`src/rtl/mem_arbiter.sv`:
```
// mem_arbiter: round-robin arbiter that puts the I-cache and D-cache miss controllers onto one
// pipelined main memory, holding the grant for a whole burst and routing read data back to its issuer.
module mem_arbiter #(
    parameter int ADDR_WIDTH      = 16,
    parameter int DATA_WIDTH      = 16,
    parameter int READ_LATENCY    = 4,
    parameter int MAX_OUTSTANDING = READ_LATENCY
) (
    input  logic                  clk,
    input  logic                  rst_n,
    input  logic                  i_req,
    input  logic                  i_wr,
    input  logic [ADDR_WIDTH-1:0] i_addr,
    input  logic [DATA_WIDTH-1:0] i_wdata,
    output logic                  i_gnt,
    output logic                  i_ready,
    output logic [DATA_WIDTH-1:0] i_rdata,
    output logic                  i_rvalid,
    input  logic                  d_req,
    input  logic                  d_wr,
    input  logic [ADDR_WIDTH-1:0] d_addr,
    input  logic [DATA_WIDTH-1:0] d_wdata,
    output logic                  d_gnt,
    output logic                  d_ready,
    output logic [DATA_WIDTH-1:0] d_rdata,
    output logic                  d_rvalid,
    output logic                  mem_enable,
    output logic                  mem_wr,
    output logic [ADDR_WIDTH-1:0] mem_addr,
    output logic [DATA_WIDTH-1:0] mem_wdata,
    input  logic [DATA_WIDTH-1:0] mem_rdata,
    input  logic                  mem_rvalid
);
    typedef enum logic [1:0] {IDLE, GRANT_I, GRANT_D, DRAIN} state_t;
    localparam int CW = $clog2(MAX_OUTSTANDING + 1);

    state_t                state, state_next;
    logic [CW-1:0]         count, count_next;
    logic                  owner, owner_next;           // 1 = D-cache
    logic                  last_owner, last_owner_next;
    logic                  granted, full, issue, retire;
    logic                  x_req, x_wr;
    logic [ADDR_WIDTH-1:0] x_addr;
    logic [DATA_WIDTH-1:0] x_wdata;

    always_ff @(posedge clk or negedge rst_n) begin
        if (!rst_n) begin
            state      <= IDLE;
            count      <= '0;
            owner      <= 1'b1;
            last_owner <= 1'b0;
        end else begin
            state      <= state_next;
            count      <= count_next;
            owner      <= owner_next;
            last_owner <= last_owner_next;
        end
    end

    assign granted = state == GRANT_I || state == GRANT_D;
    assign x_req   = state == GRANT_D ? d_req : i_req;
    assign x_wr    = state == GRANT_D ? d_wr : i_wr;
    assign x_addr  = state == GRANT_D ? d_addr : i_addr;
    assign x_wdata = state == GRANT_D ? d_wdata : i_wdata;
    // a return in the same cycle frees a slot, so a full pipeline keeps issuing
    assign full       = count == CW'(MAX_OUTSTANDING) && !mem_rvalid;
    assign issue      = mem_enable && !mem_wr;
    assign retire     = mem_rvalid && count != '0;
    assign count_next = count + CW'(issue) - CW'(retire);

    always_comb begin
        state_next      = state;
        owner_next      = owner;
        last_owner_next = last_owner;
        case (state)
            IDLE: begin
                if (d_req && (!i_req || !last_owner)) begin
                    state_next = GRANT_D;
                    owner_next = 1'b1;
                end else if (i_req) begin
                    state_next = GRANT_I;
                    owner_next = 1'b0;
                end
            end
            GRANT_I, GRANT_D: begin
                if (!x_req) begin
                    state_next      = (count == '0 && !issue) ? IDLE : DRAIN;
                    last_owner_next = state == GRANT_D;
                end
            end
            DRAIN: state_next = count_next == '0 ? IDLE : DRAIN;
            default: state_next = IDLE;
        endcase
    end

    always_comb begin
        i_gnt      = state == GRANT_I;
        d_gnt      = state == GRANT_D;
        i_ready    = i_gnt && !full;
        d_ready    = d_gnt && !full;
        mem_enable = granted && x_req && !full;
        mem_wr     = mem_enable && x_wr;
        mem_addr   = granted ? {x_addr[ADDR_WIDTH-1:1], 1'b0} : '0;
        mem_wdata  = granted ? x_wdata : '0;
        i_rvalid   = retire && !owner;
        d_rvalid   = retire && owner;
    end

    assign i_rdata = mem_rdata;
    assign d_rdata = mem_rdata;
endmodule
```
`config.mk`:
```
export PLATFORM = sky130hd
export DESIGN_NAME = mem_arbiter
export DESIGN_NICKNAME = d
export VERILOG_FILES = /design/src/rtl/mem_arbiter.sv
export SDC_FILE = /design/constraint.sdc
export NUM_CORES = 1
export LEC_CHECK = 0
export BUFFER_PORTS_ARGS = -buffer_cell sky130_fd_sc_hd__buf_2
export CAP_MARGIN = 20
export CORE_UTILIZATION = 35
export CTS_CLUSTER_SIZE = 12
export DETAILED_ROUTE_END_ITERATION = 6
export PLACE_DENSITY = 0.86
export SLEW_MARGIN = 30
export SYNTH_ARGS = -nofsm -noshare
export SYNTH_HDL_FRONTEND = slang
export SYNTH_SLANG_ARGS = --single-unit
```
`constraint.sdc`:
```
create_clock -name clk -period 4.5 [get_ports clk]
set_input_delay 0.675 -clock clk [delete_from_list [all_inputs] [get_ports clk]]
set_output_delay 0.675 -clock clk [all_outputs]
set_load 0.05 [all_outputs]
```
* Word-level counts from Yosys, hierarchy flattened
Cells that the tools add are included.
** Cells by class
- Add/sub/neg operators :: 2
- $mul :: 0
- Divide/modulo/power cells :: 0
- $lt $le $gt $ge :: 0
- Equal/unequal tests :: 6
- Shifts and indexed selects :: 0
- Multiplexer cells :: 14
- Bitwise gates (word level) :: 1
- Reductions and logical operators :: 30
** Operator list (number)
- $mux W16 :: 4
- $logic_and A1 B1 Y1 :: 12
- $mux W2 :: 5
- $logic_not A1 Y1 :: 7
- $logic_not A3 Y1 :: 2
- $pmux W2 S3 :: 1
- $reduce_and A2 Y1 :: 3
- $eq A2 B2 Y1 const B :: 2
- $mux W1 :: 4
- $add A3 B1 Y3 :: 1
- $eq A3 B3 Y1 const B :: 1
- $ne A3 B3 Y1 const B :: 1
- $reduce_bool A3 Y1 :: 1
- $sub A3 B1 Y3 :: 1
- $eq A2 B1 Y1 const B :: 1
- $logic_not A2 Y1 :: 1
- $logic_or A1 B1 Y1 :: 2
- $ne A2 B2 Y1 const B :: 1
- $reduce_bool A2 Y1 :: 1
- $reduce_or A2 Y1 :: 1
- $not A1 Y1 :: 1
** Word-level totals
- Register bits after elaboration :: 7
- Bits in latches :: 0
- Bits in writable memories :: 0
- Memory bits (read-only) :: 0
- Memories :: 0

* Logic depth before layout (Yosys ltp)
- Depth after elaboration :: 12
- Mapped depth :: 14

* Least setup slack after synthesis
OpenSTA, ideal clock, no wires.
- Path type :: register -> register
- Start :: register state[0]
- End :: register state[1]
- Arrival time :: 4.347 ns
- Required time :: 4.361 ns
- Slack :: 0.014 ns
- Stages on the path, launching flop included :: 15
- Cell sequence :: dfrtp_1 > inv_1 > ha_1 > buf_2 > mux2i_1 > nor3_1 > nand2_1 > ha_1 > inv_1 > ha_1 > fa_1 > xnor3_1 > or3_1 > a221oi_2 > o31ai_1
** On the way
- Longest elaborated chain between the ends :: 12
- Elaborated cells on any way between the ends :: 25
** RTL lines
- from (decl) :: line 37 : state_t state, state_next;
- from (signal assigned) :: line 53 : state <= state_next;
- $eq A2 B2 Y1 *
- named net d_gnt :: line 23 : output logic d_gnt,
- $mux W1 or $logic_or A1 B1 Y1 (tied branches) :: line 61, 60
- $logic_and A1 B1 Y1 * (2 in series) :: line 101 : mem_enable = granted && x_req && !full;
- named net mem_enable :: line 27 : output logic mem_enable,
- $logic_and A1 B1 Y1 :: line 102 : mem_wr = mem_enable && x_wr;
- $logic_not A1 Y1 :: line 67 : assign issue = mem_enable && !mem_wr;
- $logic_and A1 B1 Y1 * :: line 67
- $add A3 B1 Y3 * :: line 69 : assign count_next = count + CW'(issue) - CW'(retire);
- $sub A3 B1 Y3 * :: line 69
- named net count_next[2] :: line 38 : logic [CW-1:0] count, count_next;
- $logic_not A3 Y1 * :: line 91 : DRAIN: state_next = count_next == '0 ? IDLE : DRAIN;
- $mux W2 * :: line 91
- $pmux W2 S3 * :: line 75 : case (state)
Mark *: on every way through the listed nets, which the timed path passes. The rest lies on a longest branch. The select of a mux whose other input is x is not followed.
A chain may end at the register's enable or synchronous reset.

* Final worst setup path
- Start :: register state[0]
- End :: register state[1]
** On the way
- Longest elaborated chain between the ends :: 12
- Elaborated cells on any way between the ends :: 25
** RTL lines (line)
- $eq A2 B2 Y1 or $eq A2 B1 Y1 (tied branches) :: 60, 61, 62
- $mux W1 or $logic_or A1 B1 Y1 (tied branches) :: 61, 60
- $logic_and A1 B1 Y1 (2 in series) :: 101
- $logic_and A1 B1 Y1 :: 102
- $logic_not A1 Y1 :: 67
- $logic_and A1 B1 Y1 * :: 67
- $add A3 B1 Y3 * :: 69
- $sub A3 B1 Y3 * :: 69
- named net count_next[2] :: 38
- $logic_not A3 Y1 * :: 91
- $mux W2 * :: 91
- $pmux W2 S3 * :: 75
Marked as above.

==> run summary <==
Post-placement cell count -> 274
Root Driver -> clkbuf_4
Die area -> 0.00380 mm2
Final hold vios -> 0
IO Pins -> 159
Worst reg2reg path depth -> 13
Crit path max fanout -> 19
Cells after Synth -> 158
Fraction of layout cells with a size suffix above 1 -> 50.4%
Hold buffer count at CTS -> 0
Number of synthesized flops with an enable pin -> 0
Initial Util -> 37.1%
Vias post-DR -> 1285
Initial antenna violation count -> 0
Max incr delay on CP -> 550 ps
Slew HR -> 63.0%
Dominant synthesized flop cell -> dfrtp_1
Tightest Pin Transition -> 554 ps
Total gr overflow -> 0
Post-CTS setup buffers -> 0
FF+latch count, synth -> 7
Setup TNS -> 0 ps
Max-Cap Viols -> 0
Routed Antenna Nets -> 0
Synth Net Count -> 253
Clock Latency Late Sink -> 250 ps
GRT Overall Usage -> 15.5%
Slowest-stage cell, CP -> ha_2
Number of warnings issued by yosys -> 0
Max Freq -> 283 MHz
Final Slew Violations -> 0
Mapped Area -> 0.00125 mm2
Setup-failing EPs final -> 0
Routed WL -> 3.38 mm
Final worst path period need -> 3530 ps
Final Instance Count excl. Fillers -> 278
# nets final -> 328
Core ar. -> 0.00336 mm2
Worst min-delay path category -> input port to async pin
Die W -> 61.7 um
Port bufs -> 107
Status -> completed
Area growth from synthesis to layout -> 29.3%
Skew final -> 1.94 ps
CP Buf/Inv Count -> 2
Clock sinks -> 7
GPL Wtd Cong -> 0.810
Vias in the first global route -> 1015
Post-DR wirelength/cell -> 12.2 um
CP arrival -> 3640 ps
CP cell instances -> inv_1 > ha_2 > mux2i_1 > nor3_1 > nand2_1 > ha_1 > inv_1 > ha_1 > fa_1 > xnor3_1 > or3_1 > a221oi_2 > o31ai_1
Pre-antenna DRT Iters -> 4
Num CTS Buffers -> 3
DRC errors left -> 0
Startpoint Class -> register
First-pass GRT wire length -> 4.24 mm
Setup CP Type -> register to register
# diodes -> 0
Most common cell after layout, fill and taps aside -> buf_2
Largest net degree at the start of global routing -> 36
WP depth -> 13
Clock-pin slew on the worst setup and hold paths -> 50 ps
Initial DRC Count -> 32
Endpoint type of the worst setup path -> register
Num rows -> 21
CTS tree -> done
H-tree depth -> 1
Via density -> 4.62
HPWL Detailed -> 2.82 mm
RSZ-0062 raised after global routing -> false
Final period util -> 78.5%
Cell variety after synth -> 31
Critical Path RT -> 4610 ps
Cell family with most CP delay -> adder cells
Longest Clk Path Bufs -> 2
Post-cts sizing count -> 0
Die Y -> 61.7 um
Post-Syn Area per Cell -> 7.89 um2
Commonest non-fill, non-tap cells in the layout -> buf_2, mux2i_1, nor2_1
Async SR Flop Fraction -> 100%
FF+latch area -> 176 um2
Multi-input gate area -> 767 um2
Seq/Total Area, Yosys -> 14.2%
Fillers -> 340
[cell type report]
type / instances / area share (%)
Sequential cell: 7 / 10.9
Tap cell: 46 / 3.57
Clock buffer: 4 / 1.63
Timing Repair Buffer: 110 / 34.6
Multi-Input combinational cell: 104 / 47.6
Inverter: 7 / 1.63
[worst reg2reg max path, stage by stage, from the launching register on]
cell and delay, ps:
dfrtp_1 410, inv_1 120, ha_2 560, mux2i_1 220
nor3_1 210, nand2_1 80, ha_1 280, inv_1 40
ha_1 180, fa_1 370, xnor3_1 200, or3_1 350
a221oi_2 280, o31ai_1 120
[routing by layer]
metal  global-route usage, %  vias up  wire (um)  part of all wire (%)
li1                        -      640          -                     -
met1                    17.2      573       1300                    38
met3                    3.36        6        371                    11
met2                    27.5       66       1650                    49
met5                       0        -          0                     0
met4                    7.94        0         59                   1.7
[path summary, 6_finish.rpt]
check	end	slack, ps	start
worst max-delay path	state[1]$_DFFE_PN0P_	970	state[0]$_DFFE_PN0P_
worst min-delay path	last_owner$_DFFE_PN0P_	240	rst_n
worst max register to register	state[1]$_DFFE_PN0P_	970	state[0]$_DFFE_PN0P_
worst min register to register	owner$_DFFE_PN1P_	540	owner$_DFFE_PN1P_
max in group asynchronous	owner$_DFFE_PN1P_	4030	rst_n
min in group clk	owner$_DFFE_PN1P_	540	owner$_DFFE_PN1P_
[synth_stat cells, types with 2 or more instances]
cell type	n	area share, %
nor2_1	32	9.6
inv_1	6	1.8
ha_1	7	7.0
mux2i_1	33	27
nand2b_1	2	1.0
clkbuf_1	3	0.90
o21ai_0	2	0.80
buf_2	4	1.6
nand2_1	6	1.8
dfrtp_1	6	12
nor2b_1	4	2.0
buf_4	33	20
nor3_1	2	0.80
[kinds of logic (layout without fill, tap and decap cells)]
kind of cell             count (synthesis)  in the layout  synth area share (%)
AND/OR/NAND/NOR                         50             50                  17.5
buffers and inverters                   47            121                  24.5
multiplexers                            33             33                  26.5
AO/OA/AOI/OAI                           11             11                  6.63
adder cells (fa/ha/maj)                  8              8                  8.63
flip-flops                               7              7                  14.2
other                                    1              1                 0.301
XOR/XNOR                                 1              1                  1.81
[state kept, by name, summed over array words and instances (netlist names)]
register    flops
count           3
state           2
last_owner      1
owner           1
[per-stage QoR]
| stage | util, % | hold slack (ps) | instance area, um2 | setup slack [ps] |
|---|---|---|---|---|
| 5_1_grt | 47.9 | 245 | 1610 | 658 |
| 6_report | 47.9 | 244 | 1610 | 967 |
| 3_5_place_dp | 47.1 | 511 | 1590 | 940 |
| 2_1_floorplan | - | 379 | 1250 | 14.3 |
| 3_3_place_gp | 47.1 | 508 | 1590 | 1070 |
| 4_1_cts | 47.9 | 245 | 1610 | 933 |
Power is not shown: default switching activity piles up to over one toggle a cycle in this logic, so the estimate is an artifact.
